### src/rtl/dff_shift_sequencer.sv
// rtl/dff_shift_sequencer.sv - parallel-in, serial-out shift sequencer with valid/ready intake and done pulse
module dff_shift_sequencer #(
    parameter int WIDTH      = 8,
    parameter int BIT_CYCLES = 4,
    parameter bit MSB_FIRST  = 1'b1
) (
    input  logic                       clk,
    input  logic                       rest,
    input  logic                       in_valid,
    input  logic [WIDTH-1:0]           in_data,
    input  logic                       abort,
    output logic                       in_ready,
    output logic                       sout,
    output logic                       sout_en,
    output logic                       busy,
    output logic                       done,
    output logic [$clog2(WIDTH+1)-1:0] bit_idx
);

    localparam int BW = $clog2(WIDTH + 1);
    // A single-cycle bit period still needs a one-bit counter to keep the logic uniform.
    localparam int TW = (BIT_CYCLES > 1) ? $clog2(BIT_CYCLES) : 1;

    typedef enum logic [1:0] {
        IDLE  = 2'd0,
        SHIFT = 2'd1,
        DONE  = 2'd2
    } state_t;

    state_t           state_q, state_d;
    logic [WIDTH-1:0] shreg_q, shreg_d;
    logic [TW-1:0]    tick_q, tick_d;
    logic [BW-1:0]    bit_idx_q, bit_idx_d;

    logic             head_bit;
    logic             last_tick;
    logic [WIDTH-1:0] shreg_advanced;

    // Head bit selection and the one-step advance of the shift register toward the head.
    always_comb begin
        if (MSB_FIRST) begin
            head_bit       = shreg_q[WIDTH-1];
            shreg_advanced = {shreg_q[WIDTH-2:0], 1'b0};
        end else begin
            head_bit       = shreg_q[0];
            shreg_advanced = {1'b0, shreg_q[WIDTH-1:1]};
        end
        last_tick = (tick_q == TW'(BIT_CYCLES - 1));
    end

    // Next-state logic: intake in IDLE, bit timing in SHIFT, single-cycle DONE, abort back to IDLE.
    always_comb begin
        state_d   = state_q;
        shreg_d   = shreg_q;
        tick_d    = tick_q;
        bit_idx_d = bit_idx_q;
        case (state_q)
            IDLE: begin
                // abort takes priority over an offered word
                if (in_valid && !abort) begin
                    state_d   = SHIFT;
                    shreg_d   = in_data;
                    tick_d    = '0;
                    bit_idx_d = '0;
                end
            end
            SHIFT: begin
                if (abort) begin
                    state_d   = IDLE;
                    shreg_d   = '0;
                    tick_d    = '0;
                    bit_idx_d = '0;
                end else if (last_tick) begin
                    shreg_d   = shreg_advanced;
                    tick_d    = '0;
                    bit_idx_d = bit_idx_q + 1'b1;
                    if (bit_idx_q == BW'(WIDTH - 1)) begin
                        state_d = DONE;
                    end
                end else begin
                    tick_d = tick_q + 1'b1;
                end
            end
            DONE: begin
                state_d   = IDLE;
                shreg_d   = '0;
                tick_d    = '0;
                bit_idx_d = '0;
            end
            default: begin
                state_d   = IDLE;
                shreg_d   = '0;
                tick_d    = '0;
                bit_idx_d = '0;
            end
        endcase
    end

    // State and datapath registers, cleared asynchronously.
    always_ff @(posedge clk or negedge rest) begin
        if (!rest) begin
            state_q   <= IDLE;
            shreg_q   <= '0;
            tick_q    <= '0;
            bit_idx_q <= '0;
        end else begin
            state_q   <= state_d;
            shreg_q   <= shreg_d;
            tick_q    <= tick_d;
            bit_idx_q <= bit_idx_d;
        end
    end

    // Outputs decoded from registered state only, so no input reaches an output combinationally.
    always_comb begin
        in_ready = (state_q == IDLE);
        sout_en  = (state_q == SHIFT);
        sout     = (state_q == SHIFT) ? head_bit : 1'b0;
        busy     = (state_q != IDLE);
        done     = (state_q == DONE);
        bit_idx  = bit_idx_q;
    end

endmodule
### config.mk
export PLATFORM = sky130hd
export DESIGN_NAME = dff_shift_sequencer
export DESIGN_NICKNAME = d
export VERILOG_FILES = /design/src/rtl/dff_shift_sequencer.sv
export SDC_FILE = /design/constraint.sdc
export NUM_CORES = 1
export LEC_CHECK = 0
export CAP_MARGIN = 20
export CORE_UTILIZATION = 53
export DETAILED_ROUTE_END_ITERATION = 6
export PLACE_DENSITY = 0.83
export SLEW_MARGIN = 20
export SYNTH_ARGS = -nofsm -noshare
export SYNTH_HDL_FRONTEND = slang
export SYNTH_SLANG_ARGS = --single-unit
export TNS_END_PERCENT = 1
### constraint.sdc
create_clock -name clk -period 3.5 [get_ports clk]
set_input_delay 0.35 -clock clk [delete_from_list [all_inputs] [get_ports clk]]
set_output_delay 0.35 -clock clk [all_outputs]
set_load 0.03 [all_outputs]
== Word level (Yosys, flattened, before mapping) ==
Index checks and enable logic that the tools add are counted.

* Memories kept: 0
* Bits of input ports: 12
* Memory bits (writable): 0
* Latch bits: 0
* Memory bits (read-only): 0
* Logic and storage cells: 37
* Output and inout port bits: 9
* Register bits: 16

* Equal/unequal tests: 7
* Multiply operators: 0
* Div/mod/pow operators: 0
* Order comparisons: 0
* Multiplexer cells: 18
* Bitwise logic cells: 0
* Reductions and logical operators: 6
* Shifts and indexed selects: 0
* Add/sub/neg operators: 2

{| class="wikitable"
|+ Operator list
! operator !! count
|-
| two-way mux 8 bit || 3
|-
| one-hot mux 8 bit (2 select lines) || 1
|-
| two-way mux 2 bit || 7
|-
| two-way mux 4 bit || 3
|-
| one-hot mux 2 bit (2 select lines) || 2
|-
| one-hot mux 4 bit (2 select lines) || 1
|-
| != test 3 x 2 -> 1 bit (second input constant) || 2
|-
| adder 4 x 1 -> 4 bit (second input constant) || 1
|-
| == test 2 bit (second input constant) || 2
|-
| == test 4 x 3 -> 1 bit (second input constant) || 1
|-
| AND reduction 3 bit || 1
|-
| adder 2 x 1 -> 2 bit (second input constant) || 1
|-
| == test 2 x 1 -> 1 bit (second input constant) || 1
|-
| logical NOT 2 bit || 1
|-
| != test 2 x 1 -> 1 bit (second input constant) || 1
|-
| AND reduction 2 bit || 1
|-
| nonzero test 2 bit || 1
|-
| logical AND 1 bit || 1
|-
| logical NOT 1 bit || 1
|-
| two-way mux 1 bit || 1
|}

== Longest topological paths before layout ==
* Depth after elaboration: 5
* Mapped depth: 5
* Depth with buffers taken out: 4

== Worst setup path before layout ==
No wires, ideal clock.

* Path kind: register to output
* Start: register state_q[0]
* End: output sout
* Stages on the path, launching flop included: 6
* Path slack: 1586 ps
* Required time: 3150 ps
* Arrival time: 1564 ps
* Buffers on the path: 2
* Cells stage by stage: dfrtp_1 -> buf_6 -> buf_2 -> inv_1 -> nor2_1 -> and2_1

* Longest elaborated chain between the ends: 2

{| class="wikitable"
|+ RTL lines
! what !! RTL line !! RTL
|-
| start: declaration || 30 || <nowiki>state_t state_q, state_d;</nowiki>
|-
| start signal: assignment || 107 || <nowiki>state_q <= state_d;</nowiki>
|-
| == test 2 x 1 -> 1 bit || -- ||
|-
| named net sout_en || 14 || <nowiki>output logic sout_en,</nowiki>
|-
| two-way mux 1 bit || 118 || <nowiki>sout = (state_q == SHIFT) ? head_bit : 1'b0;</nowiki>
|-
| end: declaration || 13 || <nowiki>output logic sout,</nowiki>
|}

The timed path passes the listed nets, and every way through them passes these cells.

== Final worst setup path ==
* Start: register state_q[0]
* End: output sout

* Longest elaborated chain between the ends: 2

{| class="wikitable"
|+ RTL lines
! what !! RTL line
|-
| == test 2 x 1 -> 1 bit || 118
|-
| two-way mux 1 bit || 118
|}

No other way between the ends.

==> results by group <==
Timing
  • Crit share post-route: 78.0%
  • Finish-stage setup viols: 0
  • Fmax achieved: around 370 MHz
  • Final Hold Viols: 0
  • Rel. slew slack: 49.6%
  • RSZ-0062 raised after global routing: false
  • Fin crit period: 2730 ps
  • Final Skew: ~8.4 ps
  • Max-slew violation count: 0
  • Slew @ Worst Pin: between 700 and 800 ps
  • Setup TNS: 0 ps

Clock tree
  • Cts repair resizes: 0
  • Post-CTS Setup Repair Bufs: 0
  • Skew-Pair Late Insertion Delay: 290 ps
  • Clk slew on worst S/H paths: around 100 ps
  • Hold_buf cts: 0
  • CTS Root Cell: clkbuf_4
  • Num CTS Buffers: 3
  • H-tree depth: 1
  • Max clock buf depth: 2
  • CTS tree: yes
  • Clk sinks: 16

Worst setup path
  • R2r setup slk: 1620 ps
  • RR Startpoint: state_q[0]$_DFFE_PN0P_
  • Critical-path cell with the highest stage delay: dfrtp_1
  • R2r endpoint: shreg_q[1]$_DFFE_PN0P_
  • CP Class: reg2out
  • Nature of the critical path endpoint: output port
  • Crit path cell chain: inv_1, nor2_1, and2_1, clkdlybuf4s50_1
  • Crit path max fanout: 26
  • Max stage delay on crit path: 840 ps
  • Cell family with most CP delay: buffers and inverters
  • FF-to-FF path depth: 3
  • Buf/Inv on CP: 2
  • Data required time of the critical path: 3150 ps
  • Worst Setup Start Kind: flip-flop
  • Crit path DAT: 2380 ps

Final layout
  • Multi-input gate area: just over 500 um2
  • Final nets: approximately 130
  • Sequential cell area: ~400 um2
  • Syn-to-layout area delta: 23.2%
  • Final core utilization: 69.6%
  • Share of cells above drive strength 1: ~14%
  • Ant diodes: 0
  • Fillers: ~130

Synthesis
  • Post-synthesis cell area: 965 um2
  • Register area share after synthesis: 41.5%
  • Top_reg_cell synth: dfrtp_1
  • Post-Syn Nets: 108
  • Area contributors post-synth: dfrtp_1 (42%), mux2_2 (8.2%), nand3b_1 (7.0%)
  • Synth async-reset ratio: 100%
  • Most frequent cell after synthesis: dfrtp_1
  • Flops & latches, synth: 16
  • Yosys cell types: 29
  • Cells after Synth: 94
  • EDFF count, synth: 0
  • Top-area cell type share of the netlist area: between 40% and 50%
  • Syn_area_per_cell: 10.3 um2
  • Synth area leader: dfrtp_1
  • Yosys warning count: 0
  • Post-synth top cells: dfrtp_1 (16), a21oi_1 (9), nand3b_1 (9), nand2b_1 (8)

Floorplan
  • IO Count: 21
  • Starting density of the core: 56.5%
  • Die H: 44.7 um
  • Rows: 15
  • Die footprint: ~0.0020 mm2
  • Chip width: 44.7 um
  • Core footprint: 0.00171 mm2

Placement
  • Port bufs: 20
  • Final Wtd Congestion: 0.740
  • Final HPWL DP: ~1.3 mm

Power and ir drop
  • Lkg Pwr: 0.510 nW
  • Logic pwr share: 20.7%
  • Sw Share: a little over a quarter
  • Total power: 0.442 mW
  • Max VDD drop: about 0.00024 V
  • Flop pwr share: roughly half
  • Clock power share: 28.4%
  • Pwr/cell area: around 370 mW/mm2
  • NetSw: 0.121 mW
  • Cell Int Power: 0.321 mW

Drt
  • Routed Antenna Nets: 0
  • Via density: 5.57
  • Via count: 758
  • DRC Markers: 0
  • Drt total wl: 1.94 mm
  • DR pass1 iterations: 4
  • DRT iter0 DRCs: 17
  • Routed WL per cell: 14.3 um

GRT
  • Global Route Usage Sum: 21.5%
  • Largest net degree at the start of global routing: 27
  • Initial antenna violation count: 0
  • Number of global-route vias before repair: 672
  • Gr ovfl total: 0
  • Global-route wire length before repair: 3.06 mm

Outcome
  • Status: finished, final reports clean

Job
  • Max-cap violations: 0

Min path
  • Hold WC Path Type: in2async
[logic make-up after synthesis]
kind of cell	count (synthesis)	synth area share, %
simple gates	40	28.8
buf+inv	9	5.32
xor+xnor	1	0.908
compound gates	17	10.6
fa+ha+maj	2	2.59
mux	9	10.2
flops	16	41.5
[how the worst max path moves through the flow]
stage                                       from    to  slack, ps  depth (start not counted)
after floorplan           state_q[0]$_DFFE_PN0P_  sout       1590                          5
after global placement    state_q[0]$_DFFE_PN0P_  sout       1180                          4
after detailed placement  state_q[0]$_DFFE_PN0P_  sout       1130                          4
after CTS                 state_q[0]$_DFFE_PN0P_  sout        800                          4
after global routing      state_q[0]$_DFFE_PN0P_  sout        620                          4
final                     state_q[0]$_DFFE_PN0P_  sout        770                          4
[through the flow]
step | hold slack, ps | area, um2 | instances | setup WS (ps)
2_1_floorplan | 54.4 | 965 | 94 | 1590
3_3_place_gp | 463 | 1150 | 132 | 1180
3_5_place_dp | 481 | 1150 | 132 | 1130
4_1_cts | 505 | 1190 | 136 | 799
5_1_grt | 524 | 1190 | 136 | 624
6_report | 466 | 1190 | 136 | 769
[flip-flops by register name (all words and copies together), names as in the netlist]
register  count
bit_idx       4
shreg_q       8
state_q       2
tick_q        2
[layout make-up]
| type | instances | share of cell area, % |
|---|---|---|
| well taps | 25 | 2.63 |
| clock buffers | 4 | 3.05 |
| multi-input cells | 69 | 43.2 |
| flip-flops and latches | 16 | 33.7 |
| inverters | 2 | 0.632 |
| repair buffers | 20 | 16.8 |
[metal layers]
layer,global-route usage (%),routed length (um),part of all wire (%)
met3,2.45,104,5.4
met2,32.1,893,46
met1,31.7,917,47
met4,9.09,25,1.3
met5,0,0,0
[worst reg2reg max path, stage by stage, from the launching register on]
cell and delay [ps]:
dfrtp_1 840, nor3b_2 150, nor3_4 400, mux2_2 390
[cell usage in the layout (no fill, tap or decap)]
cell type | synthesis | layout
a21o_1 | 1 | 1
a21oi_1 | 9 | 9
a21oi_2 | 1 | 1
a31oi_1 | 1 | 1
a32oi_1 | 2 | 2
and2_1 | 1 | 1
clkbuf_4 | 0 | 3
clkbuf_8 | 0 | 1
clkdlybuf4s50_1 | 0 | 20
dfrtp_1 | 16 | 16
ha_1 | 2 | 2
inv_1 | 2 | 2
mux2_2 | 7 | 7
mux2i_1 | 2 | 2
nand2b_1 | 8 | 8
nand3_1 | 5 | 5
nand3b_1 | 9 | 9
nand4b_1 | 1 | 1
nor2_1 | 7 | 7
nor2b_1 | 2 | 2
nor3_4 | 1 | 1
nor3b_1 | 1 | 1
nor3b_2 | 1 | 1
nor4_1 | 2 | 2
nor4b_4 | 1 | 1
o21a_1 | 1 | 1
o21ai_0 | 2 | 2
or3b_1 | 1 | 1
xor2_1 | 1 | 1
[power by group through the flow]
| stage | logic [mW] | registers, mW | clock network (mW) |
|---|---|---|---|
| finish | 0.0914 | 0.225 | 0.126 |
| global route | 0.100 | 0.228 | 0.133 |
| CTS | 0.0924 | 0.225 | 0.126 |
| detailed placement | 0.0918 | 0.229 | 0 |
| global placement | 0.0889 | 0.226 | 0 |
| floorplan | 0.0666 | 0.220 | 0 |
Note: power is estimated with default switching activity, not from simulation.
